### config.mk
export PLATFORM = sky130hd
export DESIGN_NAME = rand_index_sel_flat
export DESIGN_NICKNAME = d
export VERILOG_FILES = /design/src/rtl/rand_index_sel_if.sv /design/src/rtl/rand_index_sel.sv /design/src/flat_wrapper.sv
export SDC_FILE = /design/constraint.sdc
export NUM_CORES = 1
export LEC_CHECK = 0
export ABC_AREA = 1
export CAP_MARGIN = 20
export CORE_ASPECT_RATIO = 1.2
export CORE_UTILIZATION = 38
export DETAILED_ROUTE_END_ITERATION = 8
export HOLD_SLACK_MARGIN = 0.05
export SYNTH_ARGS = -nofsm -noshare
export SYNTH_HDL_FRONTEND = slang
export SYNTH_SLANG_ARGS = --single-unit
### constraint.sdc
create_clock -name clk -period 5.9 [get_ports clk]
set_input_delay 1.77 -clock clk [delete_from_list [all_inputs] [get_ports clk]]
set_output_delay 1.77 -clock clk [all_outputs]
set_load 0.02 [all_outputs]
### src/rtl/rand_index_sel_if.sv
// Request/result bundle between the index selector and its requester.
// The requester also forwards the LFSR word here.
interface rand_index_sel_if #(parameter int IDX_W = 10);
  logic [15:0]    rand_in;
  logic           start;
  logic [IDX_W:0] n_count;
  logic           excl_en;
  logic [IDX_W-1:0] excl_idx;
  logic [IDX_W-1:0] idx;
  logic           idx_valid;
  logic           idx_ready;
  logic           fallback;
  logic           err;
  logic           busy;

  modport master (
    output rand_in, start, n_count, excl_en, excl_idx, idx_ready,
    input  idx, idx_valid, fallback, err, busy
  );

  modport slave (
    input  rand_in, start, n_count, excl_en, excl_idx, idx_ready,
    output idx, idx_valid, fallback, err, busy
  );
endinterface

### src/rtl/rand_index_sel.sv
// Uniform index picker over [0, n_count) by masked rejection sampling of an
// LFSR word, with optional exclusion and a deterministic fallback after MAX_TRIES rejects.
module rand_index_sel #(
  parameter int IDX_W     = 10,
  parameter int MAX_TRIES = 64
) (
  input logic            clk,
  input logic            rst,
  rand_index_sel_if.slave sel
);
  localparam int TW = $clog2(MAX_TRIES + 1);

  typedef enum logic [1:0] {IDLE, DRAW, HOLD} state_e;

  state_e           state_q, state_d;
  logic [IDX_W:0]   n_q, n_d;
  logic             excl_en_q, excl_en_d;
  logic [IDX_W-1:0] excl_idx_q, excl_idx_d;
  logic [IDX_W-1:0] mask_q, mask_d;
  logic [IDX_W-1:0] idx_q, idx_d;
  logic             fb_q, fb_d;
  logic             err_q, err_d;
  logic             err_pend_q, err_pend_d;
  logic [TW-1:0]    tries_q, tries_d;

  logic [IDX_W:0]   nm1;
  logic [IDX_W-1:0] mask_new;
  logic [IDX_W-1:0] cand;
  logic [IDX_W:0]   excl_p1;
  logic [IDX_W-1:0] fb_val;
  logic             accept;
  logic             impossible;

  generate
    if (IDX_W < 16) begin : g_unused
      logic unused_rand_hi;
      assign unused_rand_hi = ^sel.rand_in[15:IDX_W];
    end
  endgenerate

  // Smear the highest set bit of n_count-1 downwards to get the draw mask.
  always_comb begin
    nm1 = sel.n_count - (IDX_W+1)'(1);
    mask_new = '0;
    for (int i = 0; i < IDX_W; i++) mask_new[i] = |(nm1 >> i);
  end

  assign impossible = (sel.n_count == '0) ||
                      (sel.n_count == (IDX_W+1)'(1) && sel.excl_en && sel.excl_idx == '0);
  assign cand    = sel.rand_in[IDX_W-1:0] & mask_q;
  assign accept  = ({1'b0, cand} < n_q) && !(excl_en_q && cand == excl_idx_q);
  assign excl_p1 = {1'b0, excl_idx_q} + (IDX_W+1)'(1);
  assign fb_val  = (excl_en_q && excl_p1 < n_q) ? excl_p1[IDX_W-1:0] : '0;

  always_comb begin
    state_d    = state_q;
    n_d        = n_q;
    excl_en_d  = excl_en_q;
    excl_idx_d = excl_idx_q;
    mask_d     = mask_q;
    idx_d      = idx_q;
    fb_d       = fb_q;
    err_d      = err_q;
    err_pend_d = err_pend_q;
    tries_d    = tries_q;
    case (state_q)
      IDLE: if (sel.start) begin
        n_d        = sel.n_count;
        excl_en_d  = sel.excl_en;
        excl_idx_d = sel.excl_idx;
        mask_d     = mask_new;
        err_pend_d = impossible;
        tries_d    = '0;
        state_d    = DRAW;
      end
      DRAW: begin
        // Impossible requests spend one DRAW cycle so err shares the k=1 latency.
        if (err_pend_q) begin
          idx_d   = '0;
          fb_d    = 1'b0;
          err_d   = 1'b1;
          state_d = HOLD;
        end else if (accept) begin
          idx_d   = cand;
          fb_d    = 1'b0;
          err_d   = 1'b0;
          state_d = HOLD;
        end else if (tries_q == TW'(MAX_TRIES - 1)) begin
          idx_d   = fb_val;
          fb_d    = 1'b1;
          err_d   = 1'b0;
          state_d = HOLD;
        end else begin
          tries_d = tries_q + TW'(1);
        end
      end
      HOLD: if (sel.idx_ready) begin
        tries_d = '0;
        state_d = IDLE;
      end
      default: state_d = IDLE;
    endcase
  end

  always_ff @(posedge clk) begin
    if (rst) begin
      state_q    <= IDLE;
      n_q        <= '0;
      excl_en_q  <= 1'b0;
      excl_idx_q <= '0;
      mask_q     <= '0;
      idx_q      <= '0;
      fb_q       <= 1'b0;
      err_q      <= 1'b0;
      err_pend_q <= 1'b0;
      tries_q    <= '0;
    end else begin
      state_q    <= state_d;
      n_q        <= n_d;
      excl_en_q  <= excl_en_d;
      excl_idx_q <= excl_idx_d;
      mask_q     <= mask_d;
      idx_q      <= idx_d;
      fb_q       <= fb_d;
      err_q      <= err_d;
      err_pend_q <= err_pend_d;
      tries_q    <= tries_d;
    end
  end

  assign sel.idx       = idx_q;
  assign sel.idx_valid = (state_q == HOLD);
  assign sel.busy      = (state_q != IDLE);
  assign sel.fallback  = fb_q;
  assign sel.err       = err_q;
endmodule

### src/flat_wrapper.sv
// flat-port wrapper written by rule: the top's interface ports become plain ports
module rand_index_sel_flat 
#(
  parameter int IDX_W     = 10,
  parameter int MAX_TRIES = 64
)
  (clk, rst, sel_rand_in, sel_start, sel_n_count, sel_excl_en, sel_excl_idx, sel_idx_ready, sel_idx, sel_idx_valid, sel_fallback, sel_err, sel_busy);
  rand_index_sel_if #(.IDX_W(IDX_W)) sel_i ();
  input logic clk;
  input logic rst;
  input wire logic [$bits(sel_i.rand_in)-1:0] sel_rand_in;
  input wire logic [$bits(sel_i.start)-1:0] sel_start;
  input wire logic [$bits(sel_i.n_count)-1:0] sel_n_count;
  input wire logic [$bits(sel_i.excl_en)-1:0] sel_excl_en;
  input wire logic [$bits(sel_i.excl_idx)-1:0] sel_excl_idx;
  input wire logic [$bits(sel_i.idx_ready)-1:0] sel_idx_ready;
  output wire logic [$bits(sel_i.idx)-1:0] sel_idx;
  output wire logic [$bits(sel_i.idx_valid)-1:0] sel_idx_valid;
  output wire logic [$bits(sel_i.fallback)-1:0] sel_fallback;
  output wire logic [$bits(sel_i.err)-1:0] sel_err;
  output wire logic [$bits(sel_i.busy)-1:0] sel_busy;
  assign sel_i.rand_in = sel_rand_in;
  assign sel_i.start = sel_start;
  assign sel_i.n_count = sel_n_count;
  assign sel_i.excl_en = sel_excl_en;
  assign sel_i.excl_idx = sel_excl_idx;
  assign sel_i.idx_ready = sel_idx_ready;
  assign sel_idx = sel_i.idx;
  assign sel_idx_valid = sel_i.idx_valid;
  assign sel_fallback = sel_i.fallback;
  assign sel_err = sel_i.err;
  assign sel_busy = sel_i.busy;
  rand_index_sel #(.IDX_W(IDX_W), .MAX_TRIES(MAX_TRIES)) u_core (.clk(clk), .rst(rst), .sel(sel_i));
endmodule
==> results of run 1 <==
## synthesized netlist by cell type (3+ instances only)
cell type,count,area [um^2]
inv_1,87,326.6
nor3_1,7,35.03
o21ai_0,46,230.2
nand4_1,8,50.05
nor4_1,3,18.77
nand3_1,45,225.2
xor2_1,5,43.79
nand2_1,126,473.0
dfxtp_1,54,1081
nand2_4,4,45.04
o21ai_1,3,15.01
ha_1,24,300.3
nor2_1,102,382.9
a21oi_1,35,175.2
nand3b_1,4,30.03
clkbuf_1,10,37.54
buf_6,3,33.78
## layout make-up
class | count | area (um^2)
Clock buffer | 5 | 68.82
Clock inverter | 3 | 25.02
Fill cell | 996 | 4846
Inverter | 90 | 337.8
Multi-Input combinational cell | 424 | 2115
Sequential cell | 54 | 1081
Tap cell | 120 | 150.1
Timing Repair Buffer | 51 | 505.5
## sequential cells by signal, indices dropped and copies added (netlist names)
| signal | cells |
|---|---|
| u_core.sel.fallback | 1 |
| u_core.excl_idx_q | 10 |
| u_core.n_q | 11 |
| u_core.mask_q | 10 |
| u_core.sel.idx | 10 |
| u_core.err_pend_q | 1 |
| u_core.excl_en_q | 1 |
| u_core.sel.err | 1 |
| u_core.tries_q | 7 |
| u_core.state_q | 2 |
## cells in the final DEF (no fill, tap or decap), types with 3 or more instances in the layout
master	instances
a21oi_1	35
clkbuf_8	5
clkdlybuf4s50_1	49
dfxtp_1	54
ha_1	24
inv_1	87
nand2_1	126
nand2_4	4
nand3_1	45
nand3b_1	4
nand4_1	8
nor2_1	102
nor3_1	7
nor4_1	3
o21ai_0	46
o21ai_1	3
xor2_1	5
## metrics by stage
step	area, um^2	power, uW	hold slack (ns)	setup WS, ns	utilization [%]
global route	4283	1157	0.5065	1.577	46.92
finish	4283	1059	0.4788	1.878	46.92
global placement	4189	837.7	0.4473	1.587	45.89
CTS	4283	1070	0.4885	1.867	46.92
detailed placement	4189	846.6	0.4647	1.511	45.89
floorplan	3615	730.0	0.4505	2.502	-
## kinds of logic after synthesis
kind of cell / Yosys count / synth area share (%)
buf+inv: 105 / 11.60
xor+xnor: 6 / 1.454
simple gates: 305 / 36.10
compound gates: 89 / 12.63
fa+ha+maj: 24 / 8.307
flops: 54 / 29.91
## worst paths after layout
| check | startpoint | end | slack (ns) |
|---|---|---|---|
| worst max-delay path | sel_rand_in[9] | u_core.sel.idx[9]$_SDFFE_PP0P_ | 1.88 |
| worst min-delay path | u_core.sel.fallback$_SDFFE_PP0P_ | u_core.sel.fallback$_SDFFE_PP0P_ | 0.48 |
| worst max register to register | u_core.excl_idx_q[0]$_SDFFE_PP0P_ | u_core.sel.idx[3]$_SDFFE_PP0P_ | 2.83 |
| worst min register to register | u_core.sel.fallback$_SDFFE_PP0P_ | u_core.sel.fallback$_SDFFE_PP0P_ | 0.48 |
## worst max-delay path: stages
cell	delay, ns
clkdlybuf4s50_1	0.46
nand2_1	0.09
inv_1	0.11
ha_1	0.23
nand2_1	0.10
a21oi_1	0.05
nor2_1	0.14
nand2_1	0.11
nor2_2	0.33
nand2_4	0.16
nand2_2	0.11
nand2_4	0.09
nand2_4	0.17
inv_1	0.13
nor2_1	0.14
nor2_1	0.05
## layer usage
metal	part of all wire, %	vias up	global-route usage, %
met4	1.6	0	6.122
li1	-	1942	-
met3	4.1	8	2.650
met2	49	86	36.42
met5	0	-	0
met1	46	1611	23.93
## power by group
part	internal, uW	switching (uW)
logic	155	241
clock network	86.0	134
registers	411	32.2
total	652	408
==> results.sh, run 1 <==
export IMPL_wl_per_cell_um=12.25
export IMPL_ios=56
export IMPL_async_flop_share_pct=0
export IMPL_grt_max_degree=28
export IMPL_core_area_um2=9129
export IMPL_rsz0062_at_grt="no"
export IMPL_endpoint_kind="flop"
export IMPL_ys_warn_count=0
export IMPL_synth_area_um2=3615
export IMPL_fin_cells=747
export IMPL_finClkSkew_ns=0.009721
export IMPL_period_share_pct=68.17
export IMPL_slew_viol_final=0
export IMPL_synth_nets=649
export IMPL_placedCellCount=739
export IMPL_routabilityCongestion=0.8750
export IMPL_worstSetupPathType="in -> reg"
export IMPL_ys_seq_area_share_pct=29.91
export IMPL_post_route_cells_drive_above_1_share_pct=3.349
export IMPL_nets=692
export IMPL_min_period_ns=4.022
export IMPL_yosysUniqueCellTypes=29
export IMPL_synth_ff_type="dfxtp_1"
export IMPL_hold_depth=2
export IMPL_final_setup_tns_ns=0
export IMPL_initial_core_util_pct=39.60
export IMPL_finalHoldViolCount=0
export IMPL_required_ns=6.13
export IMPL_cts_tree="built"
export IMPL_root_buffer="clkbuf_8"
export IMPL_grt_pass1_wl_mm=15.55
export IMPL_avgSynthCellArea_um2=6.200
export IMPL_die_h_um=108.8
export IMPL_diodes=0
export IMPL_first_pass_iters=4
export IMPL_dpl_hpwl_mm=7.369
export IMPL_cts_buffers=5
export IMPL_syn_inst=583
export IMPL_hp_class="reg -> reg"
export IMPL_start_kind="input port"
export IMPL_portBuffers=49
export IMPL_synth_edf_count=0
export IMPL_die_area_um2=9908
export IMPL_fmax_ghz=0.2486
export IMPL_outcome="complete, no violations"
export IMPL_htree_levels=2
export IMPL_num_rows=38
export IMPL_overflow=0
export IMPL_final_setup_viol_count=0
export IMPL_antenna_found_initial=0
export IMPL_relSlewSlack_pct=55.32
export IMPL_post_cts_buffers=0
export IMPL_drt_initial_drc_count=151
export IMPL_cp_data_arrival_time_ns=4.25
export IMPL_worst_path_max_fanout=14
export IMPL_clk_pin_slew_worst_paths_ns=0.10
export IMPL_clock_latency_ns=0.32
export IMPL_remaining_drc_errors=0
export IMPL_area_delta_synth_final_pct=18.48
export IMPL_grt_usage_pct=19.79
export IMPL_tightestPinTransition_ns=0.6685
export IMPL_clock_sinks=54
export IMPL_peakVddDrop_mv=0.09290
export IMPL_cts_hold_buf=0
export IMPL_grt_pass1_vias=3387
export IMPL_clockBufferDepth=2
export IMPL_route_antenna_remaining_nets=0
export IMPL_ys_seq_elements=54
export IMPL_num_vias=3647
export IMPL_p_leak_uw=0.002062
export IMPL_p_per_area_nw_per_um2=247.4
export IMPL_ctsResizeCount=0
export IMPL_r2r_cells=18
export IMPL_die_w_um=91.04
export IMPL_viasPerCell=4.882
export IMPL_maxCapViolCount=0
export IMPL_totalWireLength_mm=9.148
Power figures use the tool's default switching activity.
==> inputs of run 2 (changes only) <==
clock period = 4 ns   (was 5.9 ns; I/O delays follow)
==> run 2 against run 1 <==
  * Die area unchanged
  * Total power rose by 48%
  * Flip-flop and latch count unchanged
  * Sequential share of layout area shrank 0.095 points
  * Combinational power grew 49%
  * Register-to-register slack lost 1.9 ns
  * Core utilization rose by 0.18 points
  * Critical endpoint unchanged
==> results.sh, run 2 (same netlist as run 1, synthesis figures left out) <==
export IMPL_outcome="complete, no violations"
export IMPL_finalHoldViolCount=0
export IMPL_crit_family="simple AND/OR/NAND/NOR gates"
export IMPL_remaining_drc_errors=0
export IMPL_min_period_ns=3.305
export IMPL_p_leak_uw=0.002075
export IMPL_wl_per_cell_um=12.29
export IMPL_die_w_um=91.04
export IMPL_initial_core_util_pct=39.60
export IMPL_viasPerCell=4.849
export IMPL_grt_pass1_vias=3323
export IMPL_die_area_um2=9908
export IMPL_nets=694
export IMPL_cts_buffers=5
export IMPL_finClkSkew_ns=0.005219
export IMPL_final_common_cell="nand2_1"
export IMPL_clock_sinks=54
export IMPL_required_ns=4.23
export IMPL_first_pass_iters=5
export IMPL_maxCapViolCount=0
export IMPL_placedCellCount=741
export IMPL_cts_tree="built"
export IMPL_peakVddDrop_mv=0.1216
export IMPL_crit_chain="clkdlybuf4s50_1 -> nand2_1 -> inv_1 -> ha_1 -> nand2_1 -> inv_1 -> nand2_1 -> nand2_1 -> nand2_1 -> nand2_1 -> nor2_2 -> nand2_4 -> nand2_2 -> nand2_4 -> nand2_4 -> inv_1 -> nor2_1 -> nor2_1"
export IMPL_start_kind="input port"
export IMPL_tightestPinTransition_ns=0.5403
export IMPL_grt_usage_pct=19.87
export IMPL_top_register="u_core.n_q"
export IMPL_cp_data_arrival_time_ns=3.53
export IMPL_period_share_pct=82.62
export IMPL_layout_common_cells="nand2_1 (126), nor2_1 (102), inv_1 (87)"
export IMPL_hp_class="reg -> reg"
export IMPL_endpoint_kind="flop"
export IMPL_worstSetupPathType="in -> reg"
export IMPL_path_buf_inv=4
export IMPL_die_h_um=108.8
export IMPL_drt_initial_drc_count=128
export IMPL_htree_levels=2
export IMPL_portBuffers=49
export IMPL_clk_pin_slew_worst_paths_ns=0.10
export IMPL_area_delta_synth_final_pct=18.93
export IMPL_worst_slack_ns=0.6953
export IMPL_root_buffer="clkbuf_8"
export IMPL_route_antenna_remaining_nets=0
export IMPL_largest_register_ff_count=11
export IMPL_overflow=0
export IMPL_clock_latency_ns=0.32
export IMPL_ios=56
export IMPL_num_vias=3632
export IMPL_slowest_delay_ns=0.44
export IMPL_cpMostUsedCell="nand2_1"
export IMPL_dp_slack_ns=0.3201
export IMPL_p_per_area_nw_per_um2=365.3
export IMPL_diodes=0
export IMPL_final_setup_viol_count=0
export IMPL_post_cts_buffers=0
export IMPL_antenna_found_initial=0
export IMPL_dpl_hpwl_mm=7.322
export IMPL_relSlewSlack_pct=63.86
export IMPL_grt_max_degree=46
export IMPL_fmax_ghz=0.3026
export IMPL_clockBufferDepth=2
export IMPL_num_rows=38
export IMPL_core_area_um2=9129
export IMPL_rsz0062_at_grt="no"
export IMPL_worst_path_max_fanout=14
export IMPL_cts_hold_buf=0
export IMPL_totalWireLength_mm=9.208
export IMPL_post_route_cells_drive_above_1_share_pct=3.657
export IMPL_ctsResizeCount=0
export IMPL_grt_pass1_wl_mm=15.59
export IMPL_cp_slowest_cell="clkdlybuf4s50_1"
export IMPL_fin_cells=749
export IMPL_slew_viol_final=0
export IMPL_final_setup_tns_ns=0
export IMPL_routabilityCongestion=0.8580
[run 2: cell count changes in the layout (fill, tap and decap cells not counted), sizes merged]
| cell | change |
|---|---|
| clkbuf | +1 |
| buf | +2 |
| inv | -1 |
[run 2: worst reg2reg max path: cells and delay by family, from the launching register on]
kind | cells | cell delay, ns
simple gates | 13 | 1.52
flops | 1 | 0.52
fa+ha+maj | 2 | 0.53
compound gates | 2 | 0.39
buf+inv | 1 | 0.05
[run 2: layer usage]
metal	vias to the layer above	wire length (um)	GRT usage (%)
met5	-	0	0
met4	0	123	6.236
met3	7	308	2.789
met2	68	4509	36.36
met1	1614	4266	24.07
li1	1943	-	-
[run 2: final cells by class]
type                            count  area, um^2
Sequential cell                    54        1081
Clock inverter                      2       12.51
Inverter                           90       337.8
Multi-Input combinational cell    424        2115
Fill cell                         993        4830
Clock buffer                        6       82.58
Timing Repair Buffer               53       520.5
Tap cell                          120       150.1
[run 2: report_power, final]
group	internal (uW)	switching, uW
sequential	606	48.2
combinational	234	357
clock	140	185
total	979	591
[run 2: worst paths after layout]
kind	slack [ns]	startpoint	cells past startpoint	endpoint
setup / recovery	0.70	sel_rand_in[6]	18	u_core.sel.idx[9]$_SDFFE_PP0P_
hold / removal	0.47	u_core.sel.fallback$_SDFFE_PP0P_	2	u_core.sel.fallback$_SDFFE_PP0P_
setup reg to reg	0.93	u_core.excl_idx_q[0]$_SDFFE_PP0P_	18	u_core.sel.idx[6]$_SDFFE_PP0P_
hold reg to reg	0.47	u_core.sel.fallback$_SDFFE_PP0P_	2	u_core.sel.fallback$_SDFFE_PP0P_
[run 2: stage by stage]
stage / cell area (um^2) / util [%] / power [uW] / hold WS, ns
after floorplan: 3615 / - / 1077 / 0.4505
after global placement: 4204 / 46.05 / 1243 / 0.4471
after detailed placement: 4204 / 46.05 / 1257 / 0.4594
after CTS: 4299 / 47.09 / 1584 / 0.4816
after global routing: 4299 / 47.09 / 1706 / 0.5098
final: 4299 / 47.09 / 1571 / 0.4737
==> inputs of run 3 (changes only) <==
clock period = 3.4 ns   (was 4 ns; I/O delays follow)
==> run 3 against run 2 <==
  * Total power grew 29%
  * Design area grew 3.2%
  * Critical path type unchanged
  * Register-to-register slack lost 0.44 ns
  * Hold slack gained 0.015 ns
  * Routed wire length grew 1.5%
==> results.sh, run 3 (same netlist as run 1, synthesis figures left out) <==
export IMPL_area_delta_synth_final_pct=22.74
export IMPL_fmax_ghz=0.3227
export IMPL_num_rows=38
export IMPL_period_share_pct=91.13
export IMPL_min_period_ns=3.098
export IMPL_p_leak_uw=0.002156
export IMPL_die_w_um=91.04
export IMPL_finClkSkew_ns=0.006836
export IMPL_clk_pin_slew_worst_paths_ns=0.10
export IMPL_path_buf_inv=3
export IMPL_routabilityCongestion=0.8769
export IMPL_path_depth=14
export IMPL_diodes=0
export IMPL_rsz0062_at_grt="no"
export IMPL_final_setup_tns_ns=0
export IMPL_layout_common_cells="nand2_1 (126), nor2_1 (102), inv_1 (87)"
export IMPL_wl_per_cell_um=12.28
export IMPL_slew_viol_final=0
export IMPL_cts_tree="built"
export IMPL_slowest_delay_ns=0.43
export IMPL_final_setup_viol_count=0
export IMPL_largest_register_ff_count=11
export IMPL_core_area_um2=9129
export IMPL_cp_slowest_cell="clkdlybuf4s50_1"
export IMPL_hold_ws_ns=0.4885
export IMPL_reg2reg_from="u_core.excl_idx_q[1]$_SDFFE_PP0P_"
export IMPL_crit_end="u_core.tries_q[6]$_SDFFE_PP0P_"
export IMPL_totalWireLength_mm=9.344
export IMPL_rrSetupSlack_ns=0.49
export IMPL_worstSetupPathType="in -> reg"
export IMPL_root_buffer="clkbuf_8"
export IMPL_htree_levels=2
export IMPL_die_h_um=108.8
export IMPL_finalHoldViolCount=0
export IMPL_top_register="u_core.n_q"
export IMPL_relSlewSlack_pct=65.79
export IMPL_utilization_pct=48.60
export IMPL_clock_sinks=54
export IMPL_antenna_found_initial=0
export IMPL_route_antenna_remaining_nets=0
export IMPL_p_per_area_nw_per_um2=456.0
export IMPL_ios=56
export IMPL_final_area_um2=4437
export IMPL_initial_core_util_pct=39.60
export IMPL_num_vias=3671
export IMPL_nets=706
export IMPL_peakVddDrop_mv=0.1603
export IMPL_endpoint_kind="flop"
export IMPL_first_pass_iters=4
export IMPL_grt_max_degree=46
export IMPL_worst_path_max_fanout=12
export IMPL_cp_data_arrival_time_ns=3.36
export IMPL_ctsResizeCount=0
export IMPL_placedCellCount=753
export IMPL_crit_chain="clkdlybuf4s50_1 -> nand2_1 -> inv_1 -> ha_1 -> nand2_1 -> nor2_1 -> nand2_1 -> a21oi_1 -> nor2_2 -> nand3_1 -> nand4_2 -> nand2_1 -> inv_1 -> nor2_1"
export IMPL_cts_buffers=5
export IMPL_required_ns=3.66
export IMPL_fin_cells=761
export IMPL_viasPerCell=4.824
export IMPL_remaining_drc_errors=0
export IMPL_cpMostUsedCell="nand2_1"
export IMPL_outcome="complete, no violations"
export IMPL_startpoint="sel_rand_in[8]"
export IMPL_crit_family="simple AND/OR/NAND/NOR gates"
export IMPL_grt_pass1_wl_mm=15.71
export IMPL_final_common_cell="nand2_1"
export IMPL_tightestPinTransition_ns=0.5126
export IMPL_dpl_hpwl_mm=7.501
export IMPL_place_area_um2=4294
export IMPL_overflow=0
export IMPL_grt_usage_pct=19.95
export IMPL_drt_initial_drc_count=70
export IMPL_die_area_um2=9908
export IMPL_n_fill_cell=996
export IMPL_portBuffers=49
export IMPL_start_kind="input port"
export IMPL_cts_hold_buf=0
export IMPL_maxCapViolCount=0
export IMPL_hp_class="reg -> reg"
export IMPL_clock_latency_ns=0.32
export IMPL_reg2reg_to="u_core.sel.idx[1]$_SDFFE_PP0P_"
export IMPL_grt_pass1_vias=3444
export IMPL_post_cts_buffers=0
export IMPL_r2r_cells=18
export IMPL_clockBufferDepth=2
export IMPL_post_route_cells_drive_above_1_share_pct=5.460
run 3: worst min path at each step:
stage                                          start                               end  cells after the start
global route          u_core.err_pend_q$_SDFFE_PP0P_    u_core.err_pend_q$_SDFFE_PP0P_                      2
detailed placement    u_core.err_pend_q$_SDFFE_PP0P_    u_core.err_pend_q$_SDFFE_PP0P_                      2
floorplan              u_core.excl_en_q$_SDFFE_PP0P_     u_core.excl_en_q$_SDFFE_PP0P_                      2
finish                u_core.sel.idx[3]$_SDFFE_PP0P_    u_core.sel.idx[3]$_SDFFE_PP0P_                      2
global placement    u_core.sel.fallback$_SDFFE_PP0P_  u_core.sel.fallback$_SDFFE_PP0P_                      2
CTS                   u_core.err_pend_q$_SDFFE_PP0P_    u_core.err_pend_q$_SDFFE_PP0P_                      2
run 3: layout make-up:
class	count	area [um^2]	share of cell area (%)
clock buffers	6	82.58	1.861
inverters	90	337.8	7.614
well taps	120	150.1	3.384
repair buffers	65	610.6	13.76
multi-input cells	424	2115	47.66
flip-flops and latches	54	1081	24.37
clock inverters	2	60.06	1.354
run 3: metrics by stage:
step                worst slack, ns  power (uW)
detailed placement         -0.02886        1499
CTS                          0.3098        2037
global route                0.07629        2177
finish                       0.3015        2023
floorplan                    0.7519        1267
global placement            0.02234        1481
run 3: where the power goes:
part / total (uW) / internal [uW] / switching, uW
Sequential: 766 / 713 / 53.8
Clock: 538 / 314 / 224
Combinational: 718 / 292 / 426
Total: 2020 / 1320 / 704
run 3: worst reg2reg max path, delay by kind of cell, from the launching register on:
kind / cells / cell delay (ns)
AND/OR/NAND/NOR: 13 / 1.48
flip-flops: 1 / 0.43
AO/OA/AOI/OAI: 2 / 0.40
buffers and inverters: 1 / 0.05
adder cells (fa/ha/maj): 2 / 0.51
run 3: routing by layer:
| layer | vias up | track usage, % | routed length (um) |
|---|---|---|---|
| met2 | 70 | 36.80 | 4560 |
| met3 | 11 | 2.580 | 255 |
| li1 | 1966 | - | - |
| met5 | - | 0 | 0 |
| met4 | 0 | 6.236 | 164 |
| met1 | 1624 | 24.09 | 4363 |
